<file path="src/rtl/glitcher_pkg.sv">
// Shared definitions for the glitcher trigger path: FSM state encoding,
// edge-select encodings and the edge-select match helper.
package glitcher_pkg;

  // Trigger FSM states; the remaining two 3-bit codes are unused and recover to IDLE
  typedef enum logic [2:0] {
    IDLE       = 3'd0,
    ARMED      = 3'd1,
    QUALIFY    = 3'd2,
    FIRE       = 3'd3,
    WAIT_START = 3'd4,
    WAIT_DONE  = 3'd5
  } state_t;

  // Trigger source selection
  localparam logic [1:0] EDGE_RISE = 2'b00;
  localparam logic [1:0] EDGE_FALL = 2'b01;
  localparam logic [1:0] EDGE_ANY  = 2'b10;
  localparam logic [1:0] EDGE_SW   = 2'b11;

  // True when the detected edges match the selected source (software mode never matches)
  function automatic logic edge_match(input logic [1:0] sel, input logic rise, input logic fall);
    logic hit;
    hit = 1'b0;
    case (sel)
      EDGE_RISE: hit = rise;
      EDGE_FALL: hit = fall;
      EDGE_ANY:  hit = rise | fall;
      default:   hit = 1'b0;
    endcase
    return hit;
  endfunction

endpackage

</file>
<file path="src/rtl/sync_edge_det.sv">
// Multi-flop synchronizer for an asynchronous input followed by a history
// flop, producing the synchronized level and single-cycle rise/fall strobes.
// The chain updates every cycle regardless of the consumer's state, so a
// level that was already present never looks like a fresh edge.
module sync_edge_det #(
  parameter int SYNC_STAGES = 2
) (
  input  logic clk,
  input  logic rst,
  input  logic din,
  output logic level,
  output logic rise,
  output logic fall
);

  logic [SYNC_STAGES-1:0] sync_reg;
  logic                   hist_reg;

  // Shift the asynchronous input through the synchronizer and remember the previous level
  always_ff @(posedge clk) begin
    if (rst) begin
      sync_reg <= '0;
      hist_reg <= 1'b0;
    end else begin
      sync_reg <= {sync_reg[SYNC_STAGES-2:0], din};
      hist_reg <= sync_reg[SYNC_STAGES-1];
    end
  end

  assign level = sync_reg[SYNC_STAGES-1];
  assign rise  = level & ~hist_reg;
  assign fall  = ~level & hist_reg;

endmodule

</file>
<file path="src/rtl/trigger_unit.sv">
// Trigger conditioning for the pulse generator: edge select, stability
// filter, arm/disarm, one-shot versus re-arm, and holdoff while the pulser
// is busy. Issues a single-cycle en_o per accepted trigger.
// Optional feature macro: TRIG_COUNT_EN adds a 16-bit wrapping count of
// en_o pulses on trig_count_o.
module trigger_unit
  import glitcher_pkg::*;
#(
  parameter int SYNC_STAGES = 2
) (
  input  logic       clk,
  input  logic       rst,
  input  logic       trig_i,
  input  logic       arm_i,
  input  logic       disarm_i,
  input  logic       sw_trig_i,
  input  logic [1:0] edge_sel_i,
  input  logic [7:0] filter_len_i,
  input  logic       oneshot_i,
  input  logic       pulser_busy_i,
  output logic       en_o,
  output logic       armed_o
`ifdef TRIG_COUNT_EN
  ,
  output logic [15:0] trig_count_o
`endif
);

  state_t     state_reg, state_next;
  logic [1:0] edge_sel_reg;
  logic [7:0] filter_len_reg;
  logic       oneshot_reg;
  logic [7:0] cnt_reg, cnt_next, cnt_inc;
  logic       latched_reg, latched_next;
  logic       disarm_pend_reg, disarm_pend_next;
  logic       level, rise, fall;
  logic       edge_hit;
  logic       arm_accept;

  sync_edge_det #(
    .SYNC_STAGES(SYNC_STAGES)
  ) u_sync (
    .clk  (clk),
    .rst  (rst),
    .din  (trig_i),
    .level(level),
    .rise (rise),
    .fall (fall)
  );

  assign arm_accept = (state_reg == IDLE) && arm_i && !disarm_i;
  assign edge_hit   = edge_match(edge_sel_reg, rise, fall);
  assign cnt_inc    = cnt_reg + 8'd1;

  // Capture the trigger configuration only when IDLE accepts an arm request
  always_ff @(posedge clk) begin
    if (rst) begin
      edge_sel_reg   <= 2'b00;
      filter_len_reg <= 8'd0;
      oneshot_reg    <= 1'b0;
    end else if (arm_accept) begin
      edge_sel_reg   <= edge_sel_i;
      filter_len_reg <= filter_len_i;
      oneshot_reg    <= oneshot_i;
    end
  end

  // State, filter counter, latched level and deferred disarm registers
  always_ff @(posedge clk) begin
    if (rst) begin
      state_reg       <= IDLE;
      cnt_reg         <= 8'd0;
      latched_reg     <= 1'b0;
      disarm_pend_reg <= 1'b0;
    end else begin
      state_reg       <= state_next;
      cnt_reg         <= cnt_next;
      latched_reg     <= latched_next;
      disarm_pend_reg <= disarm_pend_next;
    end
  end

  // Next-state logic; a disarm seen in FIRE is held over and applied one cycle later
  always_comb begin
    state_next       = state_reg;
    cnt_next         = cnt_reg;
    latched_next     = latched_reg;
    disarm_pend_next = 1'b0;
    case (state_reg)
      IDLE: begin
        if (arm_i && !disarm_i) state_next = ARMED;
      end
      ARMED: begin
        if (disarm_i) begin
          state_next = IDLE;
        end else if (sw_trig_i) begin
          state_next = FIRE;
        end else if (edge_hit) begin
          if (filter_len_reg == 8'd0) begin
            state_next = FIRE;
          end else begin
            state_next   = QUALIFY;
            cnt_next     = 8'd0;
            latched_next = level;
          end
        end
      end
      QUALIFY: begin
        if (disarm_i) begin
          state_next = IDLE;
        end else if (sw_trig_i) begin
          state_next = FIRE;
        end else if (level != latched_reg) begin
          state_next = ARMED;
        end else if (cnt_inc == filter_len_reg) begin
          state_next = FIRE;
        end else begin
          cnt_next = cnt_inc;
        end
      end
      FIRE: begin
        state_next       = WAIT_START;
        disarm_pend_next = disarm_i;
      end
      WAIT_START: begin
        if (disarm_i || disarm_pend_reg) begin
          state_next = IDLE;
        end else if (pulser_busy_i) begin
          state_next = WAIT_DONE;
        end
      end
      WAIT_DONE: begin
        if (disarm_i) begin
          state_next = IDLE;
        end else if (!pulser_busy_i) begin
          state_next = oneshot_reg ? IDLE : ARMED;
        end
      end
      default: state_next = IDLE;
    endcase
  end

  assign en_o    = (state_reg == FIRE);
  assign armed_o = (state_reg == ARMED) || (state_reg == QUALIFY);

`ifdef TRIG_COUNT_EN
  logic [15:0] trig_count_reg;

  // Count issued start pulses, wrapping naturally at 16 bits
  always_ff @(posedge clk) begin
    if (rst) begin
      trig_count_reg <= 16'd0;
    end else if (state_reg == FIRE) begin
      trig_count_reg <= trig_count_reg + 16'd1;
    end
  end

  assign trig_count_o = trig_count_reg;
`endif

endmodule

</file>
<file path="config.mk">
export PLATFORM = sky130hd
export DESIGN_NAME = trigger_unit
export DESIGN_NICKNAME = d
export VERILOG_FILES = /design/src/rtl/glitcher_pkg.sv /design/src/rtl/sync_edge_det.sv /design/src/rtl/trigger_unit.sv
export SDC_FILE = /design/constraint.sdc
export NUM_CORES = 1
export LEC_CHECK = 0
export CAP_MARGIN = 20
export CORE_UTILIZATION = 35
export CTS_BUF_LIST = sky130_fd_sc_hd__clkbuf_8
export DETAILED_ROUTE_END_ITERATION = 6
export PLACE_DENSITY_LB_ADDON = 0.2
export SLEW_MARGIN = 30
export SYNTH_ARGS = -nofsm -noshare
export SYNTH_HDL_FRONTEND = slang
export SYNTH_HIERARCHICAL = 1
export SYNTH_SLANG_ARGS = --single-unit
</file>
<file path="constraint.sdc">
create_clock -name clk -period 2.15 [get_ports clk]
set_input_delay 0.5375 -clock clk [delete_from_list [all_inputs] [get_ports clk]]
set_output_delay 0.5375 -clock clk [all_outputs]
set_load 0.01 [all_outputs]
</file>
Word level (Yosys, flattened, before mapping)
Index checks and enable logic that the tools add are counted.
{"block": "word_totals", "register_bits": 27, "inputBits": 18, "out_inout_bits": 2}
{"block": "op_classes", "addsub": 1, "n_eq_ne": 22, "mux": 25, "n_bitwise": 9, "n_reduce_logical": 14}
{"op": "8-bit 2-to-1 mux", "n": 8}
{"op": "3-bit 2-to-1 mux", "n": 12}
{"op": "3-bit one-hot mux with 6 select lines", "n": 1}
{"op": "2-bit inequality test, second input constant", "n": 8}
{"op": "8-bit one-hot mux with 2 select lines", "n": 1}
{"op": "5-bit AND reduction", "n": 2}
{"op": "9-bit AND reduction", "n": 1}
{"op": "8-bit by 1-bit adder with 8-bit output, second input constant", "n": 1}
{"op": "8-bit equality test", "n": 1}
{"op": "8-bit logical NOT", "n": 1}
{"op": "3-bit by 2-bit equality test with 1-bit output, second input constant", "n": 2}
{"op": "3-bit equality test, second input constant", "n": 2}
{"op": "3-bit inequality test, second input constant", "n": 2}
{"op": "1-bit NOT", "n": 6}
{"op": "5-bit inequality test, second input constant", "n": 1}
{"op": "4-bit inequality test, second input constant", "n": 1}
{"op": "3-bit by 1-bit equality test with 1-bit output, second input constant", "n": 1}
{"op": "1-bit logical AND", "n": 3}
{"op": "3-bit logical NOT", "n": 1}
{"op": "1-bit one-hot mux with 3 select lines", "n": 1}
{"op": "1-bit bitwise AND", "n": 2}
{"op": "2-bit by 1-bit equality test with 1-bit output, second input constant", "n": 1}
{"op": "2-bit equality test, second input constant", "n": 1}
{"op": "2-bit logical NOT", "n": 1}
{"op": "8 further kinds", "n": 10}

Depth between registers and ports, before layout
{"block": "logic_depth", "depth_word": 8, "mapped_depth": 9, "mapped_depth_nobuf": 7}

Modules after synthesis
The synthesis kept the hierarchy.
{"module": "trigger_unit", "n_inst": 1, "cells_per_inst": 180, "area_per_inst_um2": 1584.0, "seq_area_each_um2": 480.5}
{"module": "sync_edge_det", "n_inst": 1, "cells_per_inst": 8, "area_per_inst_um2": 91.3, "seq_area_each_um2": 60.1}

Worst setup path after synthesis
OpenSTA, ideal clock, no wires.
{"block": "synth_path", "path_type": "in2reg", "start": "in disarm_i", "end": "reg cnt_reg[0]", "setup_time_ns": 0.070, "arrival_time_ns": 1.793, "required_time_ns": 2.080, "setup_slack_ns": 0.286, "cell_stages": 6, "path_buffers": 2, "cell_sequence": "buf_2 -> nor3_1 -> and3_1 -> buf_1 -> a21boi_4 -> o2bb2ai_1"}
{"block": "synth_via", "elab_chain_len": 2, "word_cells_on_any_way": 3, "cone_classes": "2 x eq/ne; 1 x reduce/logical"}
{"item": "start: declaration", "line_no": "trigger_unit.sv:15", "source": "input logic disarm_i,"}
{"item": "2-bit inequality test (no source line)"}
{"item": "9-bit AND reduction (no source line) (*)"}
{"item": "end signal: assignment", "line_no": "trigger_unit.sv:77", "source": "cnt_reg <= cnt_next;"}
{"item": "end: declaration", "line_no": "trigger_unit.sv:33", "source": "logic [7:0] cnt_reg, cnt_next, cnt_inc;"}
Mark *: on every way between the ends. The rest lies on a longest branch, timed or not.
A chain may end at the register's enable or synchronous reset.

Final worst setup path
{"block": "layout_path", "start": "reg state_reg[1]", "end": "out armed_o"}
{"block": "layout_via", "elab_chain_len": 2, "word_cells_on_any_way": 3, "cone_classes": "2 x eq/ne; 1 x reduce/logical"}
{"item": "start: declaration", "line_no": "trigger_unit.sv:29", "source": "state_t state_reg, state_next;"}
{"item": "start signal: assignment", "line_no": "trigger_unit.sv:76", "source": "state_reg <= state_next;"}
{"item": "3-bit by 1-bit equality test with 1-bit output / 3-bit by 2-bit equality test with 1-bit output (equally long branches)", "line_no": "trigger_unit.sv:144", "source": "assign armed_o = (state_reg == ARMED) || (state_reg == QUALIFY);"}
{"item": "1-bit logical OR (*)", "line_no": "trigger_unit.sv:144"}
{"item": "end: declaration", "line_no": "trigger_unit.sv:22", "source": "output logic armed_o"}
Marks and branches as above.

==> qor.csv <==
stage,metric,value,unit
status,status,"finished, violations left",
status,failing checks,DRC,
logic_synthesis,largest family of logic cells by synthesized area,simple AND/OR/NAND/NOR gates,
finish,Area growth syn-to-layout,23.4,%
routing,DR DRC count,1,
floorplanning,io pins,20,
finish,Final nets,235,
grt,first-pass GRT wire length,6870,um
power_and_ir_drop,worst vdd ir,0.000297,V
logic_synthesis,Post-synth ARST share,0,%
routing,total number of vias,1440,
logic_synthesis,Yosys reg bits,27,
routing,Avg WL per Cell,14.7,um
flow_run,MaxCap Viol Count,0,
placed_design,I/O Buffers,19,
grt,GRT overflow,0,
routing,DR vias/cell,5.39,
timing,hold_ws,0.480,ns
finish,# diodes,0,
logic_synthesis,adder-cell share of the synthesized area,0.747,%
timing,Final Cycle Share,96.9,%
cts,Root Buffer,clkbuf_8,
logic_synthesis,cell taking the most area after synthesis,dfxtp_1,
logic_synthesis,Netlist cell types,50,
finish,"commonest non-fill, non-tap cells in the layout","24 x dfxtp_1, 18 x clkdlybuf4s50_1, 18 x buf_4",
routing,antenna-violating nets left,0,
finish,fillers,425,
logic_synthesis,count of flip-flops with a built-in enable after synthesis,0,
setup_path,Worst Path Max Fanout,5,
floorplanning,die area,5070,um^2
power_and_ir_drop,Power Total,1.12,mW
timing,Hold Fails Final Rpt,0,
logic_synthesis,Post-Synth Simple-Gate Area,27.9,%
floorplanning,die width,71.2,um
placed_design,Placed Cells,260,
timing,RSZ-0062 raised after global routing,false,
power_and_ir_drop,Power per Cell Area,542,nW/um^2
min_path,WHS Path Cells,1,
logic_synthesis,Synth Cell Area,1680,um^2
grt,initial antenna violation count,0,
cts,CTS H-tree lvls,1,
placed_design,gpl congestion,0.785,
setup_path,CP endpoint kind,output port,
logic_synthesis,Synth Flop Type,dfxtp_1,
grt,Tot GR Track Use,17.1,%
cts,clk_lat worst skew,0.27,ns
cts,Hold Buf Count CTS,0,
finish,share of cells above drive strength 1,19.1,%
setup_path,FF-to-FF path depth,7,
floorplanning,core area,4470,um^2
placed_design,detailed placement HPWL,2870,um
logic_synthesis,register area share after synthesis,32.3,%
cts,Worst-path clk slew,0.10,ns
finish,fin util,46.2,%
floorplanning,Rows,24,
logic_synthesis,Post-Synth XOR/XNOR Area,4.71,%
logic_synthesis,cell count after synthesis,188,
grt,vias in the first global route,1482,
min_path,Hold WC Path Type,reg -> reg,
finish,"commonest non-fill, non-tap cell in the layout",dfxtp_1,
timing,"Slew Viols, Final",0,
setup_path,Crit path arrival time,1.55,ns
setup_path,Crit path required time,1.61,ns
logic_synthesis,Mapped Nets,207,
logic_synthesis,Synthesis Warnings,6,
routing,drt initial violations,79,
timing,worst slew pin tran,0.481,ns
timing,Slew headroom,67.8,%
power_and_ir_drop,Leak Pwr,0.834,nW
logic_synthesis,synth top area cells,"dfxtp_1 32%, mux2i_1 7.2%, a21oi_1 5.1%, nand2b_1 4.5%, o2bb2ai_1 4.2%",
logic_synthesis,Syn Area/Cell,8.91,um^2
timing,Worst Skew,0.00262,ns
routing,WL final,3920,um
floorplanning,Starting Density,37.4,%
setup_path,Startpoint Class,flip-flop,
logic_synthesis,Compound-Gate Fraction of Synth Area,22.5,%
routing,first-pass detailed-route iteration total,6,
timing,min Tclk post-route,2.08,ns
cts,CTS Buf Count,3,
grt,largest net degree at the start of global routing,35,
cts,Clock Path Buffers,2,
finish,fin cells,267,
floorplanning,Die Y-Extent,71.2,um
placed_design,Area after DPL,1980,um^2
timing,max frequency,0.480,GHz
setup_path,Critical Setup Path Class,reg -> out,
cts,clock tree sinks,27,
cts,CTS tree,yes,
logic_synthesis,mux share of post-synthesis cell area,7.17,%
finish,Final Instance Area,2070,um^2
timing,Final setup viols,0,
logic_synthesis,area share of the largest cell type after synthesis,32.3,%
-- path summary, 6_finish.rpt --
path                                           end          startpoint  slack [ns]
worst max-delay path                       armed_o        state_reg[1]        0.07
worst min-delay path            u_sync/sync_reg[1]  u_sync/sync_reg[0]        0.48
worst max register to register        state_reg[0]          cnt_reg[1]        0.16
worst min register to register  u_sync/sync_reg[1]  u_sync/sync_reg[0]        0.48
-- cell type report --
type	count	area (um^2)	share of cell area, %
well taps	52	65.1	3.15
inverters	4	15.0	0.726
flip-flops and latches	27	549	26.6
repair buffers	37	328	15.9
multi-input cells	143	1060	51.5
clock buffers	3	41.3	2.00
clock inverters	1	5.00	0.242
-- Yosys cell counts, types with 4 or more instances --
master     number
xnor2_1         5
inv_1           4
xor2_1          4
dfxtp_1        27
mux2i_1        12
nor2_1         14
a21oi_1        17
nand2_1         4
nand2b_1       12
nor2b_1         8
nand3_1         6
clkbuf_1        6
buf_2           6
o2bb2ai_1       8
nor3b_1         4
nor3_1          5
-- metal layers --
layer | part of all wire (%) | routed length, um | track usage [%] | vias up
met5 | 0 | 0 | 0 | -
met4 | 1.6 | 63 | 8.44 | 0
met3 | 2.9 | 113 | 2.42 | 4
met2 | 48 | 1870 | 28.7 | 30
met1 | 48 | 1870 | 21.4 | 669
li1 | - | - | - | 737
-- logic make-up after synthesis --
logic type / after synthesis
multiplexers: 12
XOR/XNOR: 9
buffers and inverters: 18
flip-flops: 27
AO/OA/AOI/OAI: 46
adder cells (fa/ha/maj): 1
AND/OR/NAND/NOR: 75
-- what timing repair did --
| item | 4_1_cts | 5_1_grt |
|---|---|---|
| setup buffers | 2 | 1 |
| setup endpoints to repair | 2 | 10 |
| resized for setup | 6 | 3 |
-- worst max-delay path, cell delays in order, from the launching register on --
cell	delay, ns
dfxtp_4	0.37
nand2b_4	0.18
a21oi_1	0.17
clkdlybuf4s50_1	0.55
-- per-stage QoR --
stage	worst slack, ns	TNS (ns)
6_report	0.0670	0
5_1_grt	0.00103	0
4_1_cts	0.00320	0
3_5_place_dp	-0.0436	-0.169
3_3_place_gp	0.0178	0
2_1_floorplan	0.286	0
-- power by group --
part	internal [mW]	switching, mW	total, mW
clock	0.130	0.168	0.298
combinational	0.147	0.129	0.276
sequential	0.522	0.0236	0.546
total	0.799	0.321	1.12
No activity file was read; power rests on OpenSTA's default activity.
